===== src/rtl/main_pkg.sv =====
// Shared constants and types for the blink controller and its UART.
package main_pkg;

  localparam logic [7:0] CHAR_OFF   = 8'h30;
  localparam logic [7:0] CHAR_ON    = 8'h31;
  localparam int         DATA_BITS  = 8;
  localparam logic       STOP_LEVEL = 1'b1;

  typedef enum logic [1:0] {IDLE, START, DATA, STOP} rx_state_e;

  function automatic logic [7:0] led_char(input logic on);
    return on ? CHAR_ON : CHAR_OFF;
  endfunction

endpackage


===== src/rtl/main_uart.sv =====
// 8N1 UART transmitter/receiver pair; transmitter built only with MAIN_TX_REPORT_EN.
module main_uart
  import main_pkg::*;
#(
  parameter int CLKS_PER_BIT = 4
) (
  input  logic                 clk,
  input  logic                 nreset,
  input  logic                 tx_start,
  input  logic [DATA_BITS-1:0] tx_data,
  output logic                 tx_busy,
  output logic                 tx,
  input  logic                 rx,
  output logic                 rx_valid,
  output logic [DATA_BITS-1:0] rx_data,
  output logic                 rx_frame_err
);

  localparam int            CW       = $clog2(CLKS_PER_BIT);
  localparam int            BW       = $clog2(DATA_BITS);
  localparam logic [CW-1:0] CNT_LAST = CW'(CLKS_PER_BIT - 1);
  localparam logic [CW-1:0] CNT_HALF = CW'(CLKS_PER_BIT / 2 - 1);
  localparam logic [BW-1:0] BIT_LAST = BW'(DATA_BITS - 1);

  // sync_q[1] is the synchronised line, sync_q[2] its previous value
  logic [2:0]           sync_q;
  rx_state_e            state_q, state_d;
  logic [CW-1:0]        cnt_q, cnt_d;
  logic [BW-1:0]        bits_q, bits_d;
  logic [DATA_BITS-1:0] shift_q, shift_d;
  logic                 rx_s;

  assign rx_s    = sync_q[1];
  assign rx_data = shift_q;

  always_ff @(posedge clk or negedge nreset) begin
    if (!nreset) begin
      sync_q  <= '1;
      state_q <= IDLE;
      cnt_q   <= '0;
      bits_q  <= '0;
      shift_q <= '0;
    end else begin
      sync_q  <= {sync_q[1:0], rx};
      state_q <= state_d;
      cnt_q   <= cnt_d;
      bits_q  <= bits_d;
      shift_q <= shift_d;
    end
  end

  always_comb begin
    state_d      = state_q;
    cnt_d        = cnt_q;
    bits_d       = bits_q;
    shift_d      = shift_q;
    rx_valid     = 1'b0;
    rx_frame_err = 1'b0;
    case (state_q)
      IDLE: begin
        if (sync_q[2] && !rx_s) begin
          state_d = START;
          cnt_d   = '0;
        end
      end
      START: begin
        // a start bit that is high again at mid-bit was a glitch
        if (cnt_q == CNT_HALF) begin
          cnt_d   = '0;
          bits_d  = '0;
          state_d = rx_s ? IDLE : DATA;
        end else begin
          cnt_d = cnt_q + 1'b1;
        end
      end
      DATA: begin
        if (cnt_q == CNT_LAST) begin
          cnt_d   = '0;
          shift_d = {rx_s, shift_q[DATA_BITS-1:1]};
          if (bits_q == BIT_LAST) state_d = STOP;
          else                    bits_d  = bits_q + 1'b1;
        end else begin
          cnt_d = cnt_q + 1'b1;
        end
      end
      STOP: begin
        if (cnt_q == CNT_LAST) begin
          state_d = IDLE;
          if (rx_s == STOP_LEVEL) rx_valid     = 1'b1;
          else                    rx_frame_err = 1'b1;
        end else begin
          cnt_d = cnt_q + 1'b1;
        end
      end
      default: state_d = IDLE;
    endcase
  end

`ifdef MAIN_TX_REPORT_EN
  localparam logic [3:0] FRAME_LAST = 4'(DATA_BITS + 1);

  logic [DATA_BITS+1:0] frame_q, frame_d;
  logic [CW-1:0]        tcnt_q, tcnt_d;
  logic [3:0]           tbit_q, tbit_d;
  logic                 busy_q, busy_d;

  assign tx      = busy_q ? frame_q[0] : STOP_LEVEL;
  assign tx_busy = busy_q;

  always_ff @(posedge clk or negedge nreset) begin
    if (!nreset) begin
      frame_q <= '0;
      tcnt_q  <= '0;
      tbit_q  <= '0;
      busy_q  <= 1'b0;
    end else begin
      frame_q <= frame_d;
      tcnt_q  <= tcnt_d;
      tbit_q  <= tbit_d;
      busy_q  <= busy_d;
    end
  end

  always_comb begin
    frame_d = frame_q;
    tcnt_d  = tcnt_q;
    tbit_d  = tbit_q;
    busy_d  = busy_q;
    if (!busy_q) begin
      if (tx_start) begin
        frame_d = {STOP_LEVEL, tx_data, ~STOP_LEVEL};
        tcnt_d  = '0;
        tbit_d  = '0;
        busy_d  = 1'b1;
      end
    end else if (tcnt_q == CNT_LAST) begin
      tcnt_d  = '0;
      frame_d = {STOP_LEVEL, frame_q[DATA_BITS+1:1]};
      if (tbit_q == FRAME_LAST) busy_d = 1'b0;
      else                      tbit_d = tbit_q + 1'b1;
    end else begin
      tcnt_d = tcnt_q + 1'b1;
    end
  end
`else
  logic tx_unused;
  assign tx_unused = ^{tx_start, tx_data};
  assign tx        = STOP_LEVEL;
  assign tx_busy   = 1'b0;
`endif

endmodule


===== src/rtl/main.sv =====
// Blink controller: reset stretch, LED timer, UART pause/resume and trap latch.
// LED reports on tx are built only when MAIN_TX_REPORT_EN is defined.
module main
  import main_pkg::*;
#(
  parameter int RESET_BIT    = 3,
  parameter int TIMER_BITS   = 9,
  parameter int CLKS_PER_BIT = 4
) (
  input  logic clk,
  input  logic nreset,
  output logic ntrap,
  output logic led,
  output logic tx,
  input  logic rx
);

  logic [RESET_BIT:0]    rst_cnt_q, rst_cnt_d;
  logic [TIMER_BITS-1:0] timer_q, timer_d;
  logic                  led_q, led_d;
  logic                  pause_q, pause_d;
  logic                  trap_q, trap_d;
  logic                  run, advance, wrap;
  logic                  tx_start, tx_busy, rx_valid, rx_frame_err;
  logic [DATA_BITS-1:0]  tx_data, rx_data;

  assign run     = rst_cnt_q[RESET_BIT];
  assign advance = run & ~pause_q & ~trap_q;
  assign wrap    = advance & (&timer_q);

  assign ntrap    = run & ~trap_q;
  assign led      = led_q;
  assign tx_start = wrap & ~tx_busy;
  assign tx_data  = led_char(led_d);

  // pause/trap act from registered state, so a command landing on a wrap edge lets that toggle through
  always_comb begin
    rst_cnt_d = run ? rst_cnt_q : rst_cnt_q + 1'b1;
    timer_d   = advance ? timer_q + 1'b1 : timer_q;
    led_d     = led_q ^ wrap;
    pause_d   = pause_q;
    trap_d    = trap_q | (run & rx_frame_err);
    if (run && rx_valid) begin
      if (rx_data == CHAR_OFF)     pause_d = 1'b1;
      else if (rx_data == CHAR_ON) pause_d = 1'b0;
    end
  end

  always_ff @(posedge clk or negedge nreset) begin
    if (!nreset) begin
      rst_cnt_q <= '0;
      timer_q   <= '0;
      led_q     <= 1'b0;
      pause_q   <= 1'b0;
      trap_q    <= 1'b0;
    end else begin
      rst_cnt_q <= rst_cnt_d;
      timer_q   <= timer_d;
      led_q     <= led_d;
      pause_q   <= pause_d;
      trap_q    <= trap_d;
    end
  end

  main_uart #(
    .CLKS_PER_BIT(CLKS_PER_BIT)
  ) u_uart (
    .clk         (clk),
    .nreset      (nreset),
    .tx_start    (tx_start),
    .tx_data     (tx_data),
    .tx_busy     (tx_busy),
    .tx          (tx),
    .rx          (rx),
    .rx_valid    (rx_valid),
    .rx_data     (rx_data),
    .rx_frame_err(rx_frame_err)
  );

endmodule


===== config.mk =====
export PLATFORM = sky130hd
export DESIGN_NAME = main
export DESIGN_NICKNAME = d
export VERILOG_FILES = /design/src/rtl/main_pkg.sv /design/src/rtl/main_uart.sv /design/src/rtl/main.sv
export SDC_FILE = /design/constraint.sdc
export NUM_CORES = 1
export LEC_CHECK = 0
export CELL_PAD_IN_SITES_DETAIL_PLACEMENT = 0
export CELL_PAD_IN_SITES_GLOBAL_PLACEMENT = 1
export CORE_MARGIN = 2
export CORE_UTILIZATION = 49
export DETAILED_ROUTE_END_ITERATION = 8
export GPL_ROUTABILITY_DRIVEN = 0
export HOLD_SLACK_MARGIN = 0.08
export PLACE_DENSITY_LB_ADDON = 0.1
export SYNTH_ARGS = -nofsm -noshare
export SYNTH_HDL_FRONTEND = slang
export SYNTH_HIERARCHICAL = 1
export SYNTH_SLANG_ARGS = --single-unit

===== constraint.sdc =====
create_clock -name clk -period 1.9 [get_ports clk]
set_clock_uncertainty 0.05 [all_clocks]
set_input_delay 0.285 -clock clk [delete_from_list [all_inputs] [get_ports clk]]
set_output_delay 0.285 -clock clk [all_outputs]
set_load 0.01 [all_outputs]

Word-level counts from Yosys, hierarchy flattened:

Cells that the tools add are included.
Widths: inputs -> output; s select.

* add/subtract/negate cells: 4
* $mul: 0
* div/mod/pow operators: 0
* order comparisons: 0
* equality and inequality tests: 15
* shift operators: 0
* mux-type cells: 25
* bitwise gates (word level): 9
* reductions and logical operators: 12

Operator list (number)
* $mux 2: 10
* $eq 8x6->1 const B: 2
* $pmux 2 s4: 2
* $ne 2x1->1 const B: 5
* $add 9x1->9 const B: 1
* $mux 3: 3
* $reduce_and 9->1: 1
* $mux 1: 8
* $eq 2x2->1 const B: 3
* $pmux 3 s2: 1
* $reduce_and 2->1: 3
* $and 1x1->1: 5
* $reduce_and 5->1: 1
* $add 4x1->4 const B: 1
* $eq 2x1->1 const B: 2
* $mux 4: 1
* $ne 2x2->1 const B: 2
* $reduce_and 4->1: 1
* $reduce_bool 2->1: 2
* $add 3x1->3 const B: 1
* $eq 3x3->1 const B: 1
* $add 2x1->2 const B: 1
* $logic_and 1x1->1: 2
* $logic_not 2->1: 1
* 4 further kinds: 5

* bits in registers: 34
* bits in latches: 0
* memory bits (writable): 0
* memory bits (read-only): 0
* bits of input ports: 3
* output and inout bits: 3
* logic and storage cells: 76
* memories kept: 0

Longest topological paths before layout:

Gate-level depths: netlist (run 1).

* word-level depth: 5
* mapped depth: 6
* depth with buffers taken out: 6

Hierarchy:

Netlist (run 1), hierarchy kept.

Modules (own cells, without submodules)
* main_uart: instances 1, cells an instance 70, area each 894.6 sq um, seq. area each 454.2 sq um
* main: instances 1, cells an instance 65, area each 754.5 sq um, seq. area each 400.4 sq um

Worst setup path after synthesis (run 1):

OpenSTA, ideal clock, no wires.

* path kind: register to register
* start point: register u_uart.bits_q[0]
* end point: register u_uart.bits_q[0]
* setup time: 0.125 ns
* arrival time: 1.380 ns
* data required time: 1.725 ns
* setup slack: 0.345 ns
* stages on the path, launching flop included: 6
* buffers on the path: 0
* clock period less this slack: 1.555 ns
* cell sequence: dfrtp_1 > ha_1 > ha_1 > and4bb_4 > a31oi_2 > mux2_2

* cells in the longest elaborated chain, start to end: 4
* elaborated cells between the ends (all ways): 7
* classes of those cells: add/sub: 1; eq/ne: 2; mux: 3; reduce/logical: 1

RTL lines
* from (decl): line main_uart.sv:29 `logic [BW-1:0] bits_q, bits_d;`
* from (signal assigned): line main_uart.sv:47 `bits_q <= bits_d;`
* $add 3x1->3: line main_uart.sv:81 `else bits_d = bits_q + 1'b1;`
* $mux 3: line main_uart.sv:80 `if (bits_q == BIT_LAST) state_d = STOP;`
* $mux 3: line main_uart.sv:77 `if (cnt_q == CNT_LAST) begin`
* $pmux 3 s2: line main_uart.sv:59 `case (state_q)`

Parallel ways exist; a longest one is shown, timed or not. The select of a mux whose other input is x is not followed.
A chain may end at the register's enable or synchronous reset.

Worst setup path after layout (run 1):

* start point: register trap_q
* end point: output ntrap

* cells in the longest elaborated chain, start to end: 2

RTL lines
* from (decl): line main.sv:22 `logic trap_q, trap_d;`
* from (signal assigned): line main.sv:61 `trap_q <= trap_d;`
* $not 1->1: line main.sv:31 `assign ntrap = run & ~trap_q;`
* $and 1x1->1: line main.sv:31
* to (decl): line main.sv:12 `output logic ntrap,`

No other way between the ends.

==> run_results.csv, run 1 <==
group,metric,value,unit
floorplanning,die-area,3800,um^2
place,io_buffers,4,
sta,slew_violations,0,
route,via_per_inst,5.16,
logic_synthesis,ys_warn_count,6,
clock_tree,cts-root-buf,"clkbuf_4",
floorplanning,start_util,52.4,%
power,power_density,1250,nW/um^2
sta,hold_violations,0,
power,intPower,1420,uW
floorplanning,io_pins,6,
grt,grt_max_degree,35,
hold_path,hold_class,"in -> async",
grt,grt_usage,16.8,%
grt,grt_pass1_wl,4510,um
route,routed_wl,2430,um
worst_setup_path,end_kind,"primary output",
worst_setup_path,rrSetupSlack,0.25,ns
cells_and_area,diodes,0,
route,wl_per_cell,13.3,um
power,vdd_drop_max,0.000620,V
power,switching_share,35.4,%
clock_tree,htree_levels,2,
power,power_switching,775,uW
sta,finalCriticalPeriod,1.75,ns
sta,period_share,92.3,%
floorplanning,core,3100,um^2
run,max_cap_violations,0,
clock_tree,cts_tree,"yes",
sta,finalSetupTns,0,ns
logic_synthesis,synth_nets,141,
grt,grt_pass1_vias,974,
worst_setup_path,crit_fanout,4,
grt,use_met3,6.93,%
worst_setup_path,reg2reg_to,"u_uart/bits_q[0]$_DFFE_PN0P_",
power,total_power,2190,uW
route,antenna_left,0,
route,drc,0,
cells_and_area,area_growth,8.00,%
place,placed_area,1680,um^2
floorplanning,die_w,61.6,um
place,hpwl,1640,um
clock_tree,numCtsBuffers,5,
route,dr.first_iter.drc_count,31,
clock_tree,clock_path_buffers,2,
worst_setup_path,cp-start-kind,"flip-flop",
grt,gr-usage-met2,25.3,%
worst_setup_path,r2r-start,"u_uart/bits_q[0]$_DFFE_PN0P_",
worst_setup_path,path_class,"reg -> out",
clock_tree,cts.clk_slew.worst_paths,0.11,ns
grt,grt.busiest_layer,"met2",
worst_setup_path,r2r_cells,5,
clock_tree,clk_latency,0.33,ns
worst_setup_path,cp.required,1.56,ns
grt,antenna_found_initial,0,
cells_and_area,drive_above_1_share,24.5,%
clock_tree,cts_hold_buf,0,
logic_synthesis,syn_inst,130,
sta,fmax,0.570,GHz
sta,setup_viol_count_final,0,
power,leakage,0.000849,uW
cells_and_area,finalInstanceArea,1760,um^2
grt,grt.overflow.total,0,
route,dr.pass1.iters,4,
floorplanning,rows,20,
power,p_clk_share,19.4,%
power,p_comb_share,29.0,%
cells_and_area,nets,149,
grt,grt_use_met1,21.6,%
logic_synthesis,syn_area_per_cell,12.5,um^2
worst_setup_path,cp.arrival,1.42,ns
sta,rsz0062_at_grt,"no",
logic_synthesis,netlist_area,1630,um^2
status,status,"finished clean",
floorplanning,die_h,61.6,um
clock_tree,clock_sinks,34,
route,vias,944,
power,power_frac_seq,51.6,%
-- timing repair --
| item | CTS | global route |
|---|---|---|
| buffers inserted | 0 | 2 |
| gates resized for setup | 1 | 0 |
| cloned | 0 | 0 |
| hold endpoints to repair | 0 | 0 |
| endpoints found under the setup margin | 1 | 1 |
-- state kept, by name, indices dropped and copies added (netlist names), named ones only --
register	count
timer_q	9
u_uart/rx_data	8
rst_cnt_q	4
u_uart/bits_q	3
u_uart/sync_q	3
u_uart/cnt_q	2
led	1
pause_q	1
trap_q	1
u_uart/state_q	1
-- final cells by class --
type | instances | area, um^2
clock buffers | 6 | 51.3
clock inverters | 2 | 12.5
fillers | 280 | 1350
inverters | 6 | 22.5
multi-input cells | 84 | 697
flip-flops and latches | 34 | 856
well taps | 44 | 55.1
repair buffers | 7 | 62.6
-- critical path, stage by stage, from the launching register on --
cell and delay, ns:
dfrtp_1 0.43, nor2b_1 0.12, clkdlybuf4s50_1 0.54
-- power by group through the flow --
stage / clock, uW / sequential [uW] / combinational [uW]
floorplan: 0 / 1040 / 619
global placement: 0 / 1130 / 610
detailed placement: 0 / 1140 / 642
CTS: 445 / 1120 / 644
global route: 489 / 1160 / 743
finish: 426 / 1130 / 635
-- worst max path at each step --
stage                                 start  cells past startpoint                      endpoint
3_5_place_dp   u_uart/bits_q[0]$_DFFE_PN0P_                      5  u_uart/bits_q[0]$_DFFE_PN0P_
4_1_cts              rst_cnt_q[3]$_DFF_PN0_                      2                         ntrap
3_3_place_gp   u_uart/bits_q[0]$_DFFE_PN0P_                      5  u_uart/bits_q[0]$_DFFE_PN0P_
5_1_grt                    trap_q$_DFF_PN0_                      2                         ntrap
2_1_floorplan  u_uart/bits_q[0]$_DFFE_PN0P_                      5  u_uart/bits_q[0]$_DFFE_PN0P_
6_report                   trap_q$_DFF_PN0_                      2                         ntrap
-- layer usage --
metal  up-vias  wire length [um]
li1        465                 -
met1       456              1210
met2        17              1080
met3         6               104
met4         0                45
met5         -                 0
-- cells in the final DEF, fill, tap and decap left out, types with 2 or more instances in the layout --
master,count
dfrtp_1,30
nand2_1,12
mux2_2,10
ha_1,8
xnor2_1,7
inv_1,6
nor2_1,5
clkbuf_4,5
and3_1,4
clkdlybuf4s50_1,4
xor2_1,3
buf_4,3
dfstp_2,3
nor2b_1,2
nand3_1,2
nand4_1,2
nor3_2,2
nor3b_1,2
a22o_1,2
-- per-stage QoR --
step / setup slack (ns) / cells / hold slack, ns / utilization [%]
detailed placement: 0.259 / 173 / 0.297 / 54.0
CTS: 0.0542 / 181 / 0.281 / 56.1
global placement: 0.308 / 173 / 0.296 / 54.0
finish: 0.147 / 183 / 0.293 / 56.6
global route: 0.0382 / 183 / 0.266 / 56.6
floorplan: 0.345 / 130 / -0.0606 / -
(Power assumes the default switching activity.)
==> run 2: changes to the inputs <==
--- a/config.mk
+++ b/config.mk
@@ -5,14 +5,12 @@
 export SDC_FILE = /design/constraint.sdc
 export NUM_CORES = 1
 export LEC_CHECK = 0
-export CELL_PAD_IN_SITES_DETAIL_PLACEMENT = 0
-export CELL_PAD_IN_SITES_GLOBAL_PLACEMENT = 1
 export CORE_MARGIN = 2
-export CORE_UTILIZATION = 49
+export CORE_UTILIZATION = 55
 export DETAILED_ROUTE_END_ITERATION = 8
 export GPL_ROUTABILITY_DRIVEN = 0
 export HOLD_SLACK_MARGIN = 0.08
-export PLACE_DENSITY_LB_ADDON = 0.1
+export PLACE_DENSITY = 0.73
 export SYNTH_ARGS = -nofsm -noshare
 export SYNTH_HDL_FRONTEND = slang
 export SYNTH_HIERARCHICAL = 1
==> run_results.csv, run 2 (synthesis gave the netlist of run 1 again) <==
group,metric,value,unit
floorplanning,io_pins,6,
cells_and_area,area_growth,7.23,%
place,io_buffers,4,
sta,slew_violations,0,
floorplanning,core,2780,um^2
route,vias,965,
floorplanning,die_h,58.4,um
worst_setup_path,end_kind,"primary output",
worst_setup_path,cpPeakStageDelay,0.54,ns
status,status,"finished clean",
grt,grt_pass1_vias,924,
sta,hold_violations,0,
cells_and_area,drive_above_1_share,24.3,%
cells_and_area,regArea,856,um^2
floorplanning,die_w,58.4,um
worst_setup_path,crit_fanout,4,
place,hpwl,1670,um
route,via_per_inst,5.64,
cells_and_area,final_util,62.7,%
route,routed_wl,2490,um
clock_tree,cts_hold_buf,0,
grt,grt_pass1_wl,4240,um
clock_tree,clk_latency,0.34,ns
cells_and_area,largest_reg_flops,9,
grt,grt_usage,17.3,%
route,drc,0,
route,antenna_left,0,
worst_setup_path,crit_slowest_cell,"clkdlybuf4s50_1",
worst_setup_path,path_class,"reg -> out",
grt,antenna_found_initial,0,
sta,finalCriticalPeriod,1.76,ns
worst_setup_path,worstPathCellList,"nor2b_1 -> clkdlybuf4s50_1",
cells_and_area,final_cell_mix,"dfrtp_1, nand2_1, mux2_2, ha_1, xnor2_1",
clock_tree,cts-root-buf,"clkbuf_4",
route,dr.pass1.iters,4,
cells_and_area,multi_input_area,697,um^2
clock_tree,htree_levels,2,
clock_tree,clock_path_buffers,2,
route,wl_per_cell,14.6,um
clock_tree,numCtsBuffers,5,
hold_path,hold_class,"in -> async",
grt,grt_max_degree,35,
sta,period_share,92.9,%
floorplanning,die-area,3410,um^2
clock_tree,cts_tree,"yes",
cells_and_area,mostFrequentLayoutCell,"dfrtp_1",
cells_and_area,fillCellCount,234,
floorplanning,rows,19,
power,power_density,1270,nW/um^2
cells_and_area,largest_register,"timer_q",
grt,grt.overflow.total,0,
worst_setup_path,cp-start-kind,"flip-flop",
power,leakage,0.000855,uW
cells_and_area,nets,150,
cells_and_area,diodes,0,
sta,fmax,0.567,GHz
route,dr.first_iter.drc_count,32,
power,vdd_drop_max,0.000928,V
sta,rsz0062_at_grt,"no",
run,max_cap_violations,0,
sta,setup_viol_count_final,0,
worst_setup_path,rrSetupSlack,0.19,ns
worst_setup_path,cp.required,1.56,ns
clock_tree,clock_sinks,34,
worst_setup_path,cp.arrival,1.43,ns
sta,finalSetupTns,0,ns
clock_tree,cts.clk_slew.worst_paths,0.10,ns
floorplanning,start_util,58.5,%
==> run 2: cell count changes in the layout (fill, tap and decap cells not counted) <==
cell,before,now
clkbuf_1,0,1
buf_4,3,4
clkinvlp_4,1,0
==> run 2: what timing repair did <==
| action | 4_1_cts | 5_1_grt |
|---|---|---|
| setup buffers | 0 | 2 |
| gates resized for setup | 1 | 0 |
| endpoints found under the setup margin | 1 | 1 |
| endpoints found under the hold margin | 0 | 0 |
==> run 2: worst paths after layout <==
kind                                               from                            to  depth (start not counted)
max reg2reg                u_uart/bits_q[0]$_DFFE_PN0P_  u_uart/bits_q[0]$_DFFE_PN0P_                          5
min in group clk                                     rx    u_uart/sync_q[0]$_DFF_PN1_                          1
max in group asynchronous                        nreset    u_uart/sync_q[0]$_DFF_PN1_                          2
max                                    trap_q$_DFF_PN0_                         ntrap                          2
min reg2reg                  u_uart/sync_q[0]$_DFF_PN1_    u_uart/sync_q[1]$_DFF_PN1_                          0
min                                              nreset        timer_q[7]$_DFFE_PN0P_                          2
==> run 2: power by group <==
part / switching (uW) / internal [uW] / leakage, uW
registers: 213 / 901 / 0.000434
logic: 329 / 350 / 0.000385
clock network: 238 / 179 / 0.0000353
total: 780 / 1430 / 0.000855
==> run 2: critical path: cells and delay by family, from the launching register on <==
family | cells | cell delay [ns]
buf+inv | 1 | 0.54
flops | 1 | 0.43
simple gates | 1 | 0.13
==> run 2: cell type report <==
class	count	area share, %
Sequential cell	34	49.1
Multi-Input combinational cell	84	40.0
Timing Repair Buffer	8	4.02
Clock buffer	7	3.16
Tap cell	31	2.22
Inverter	6	1.29
Clock inverter	1	0.287
==> run 2: layer usage <==
layer  global-route usage, %  part of all wire (%)  vias to the layer above
li1                        -                     -                      469
met1                    21.7                    45                      471
met2                    25.2                    48                       19
met3                    7.47                   4.6                        6
met4                    9.63                   2.7                        0
met5                       0                     0                        -
==> run 2: stage by stage <==
step	worst slack (ns)	std cells	hold slack [ns]	total power, uW	area [um^2]
2_1_floorplan	0.345	130	-0.0606	1660	1630
3_3_place_gp	0.324	161	0.297	1740	1670
3_5_place_dp	0.217	161	0.297	1800	1670
4_1_cts	0.0371	169	0.279	2220	1730
5_1_grt	0.0400	171	0.298	2360	1740
6_report	0.135	171	0.284	2210	1740
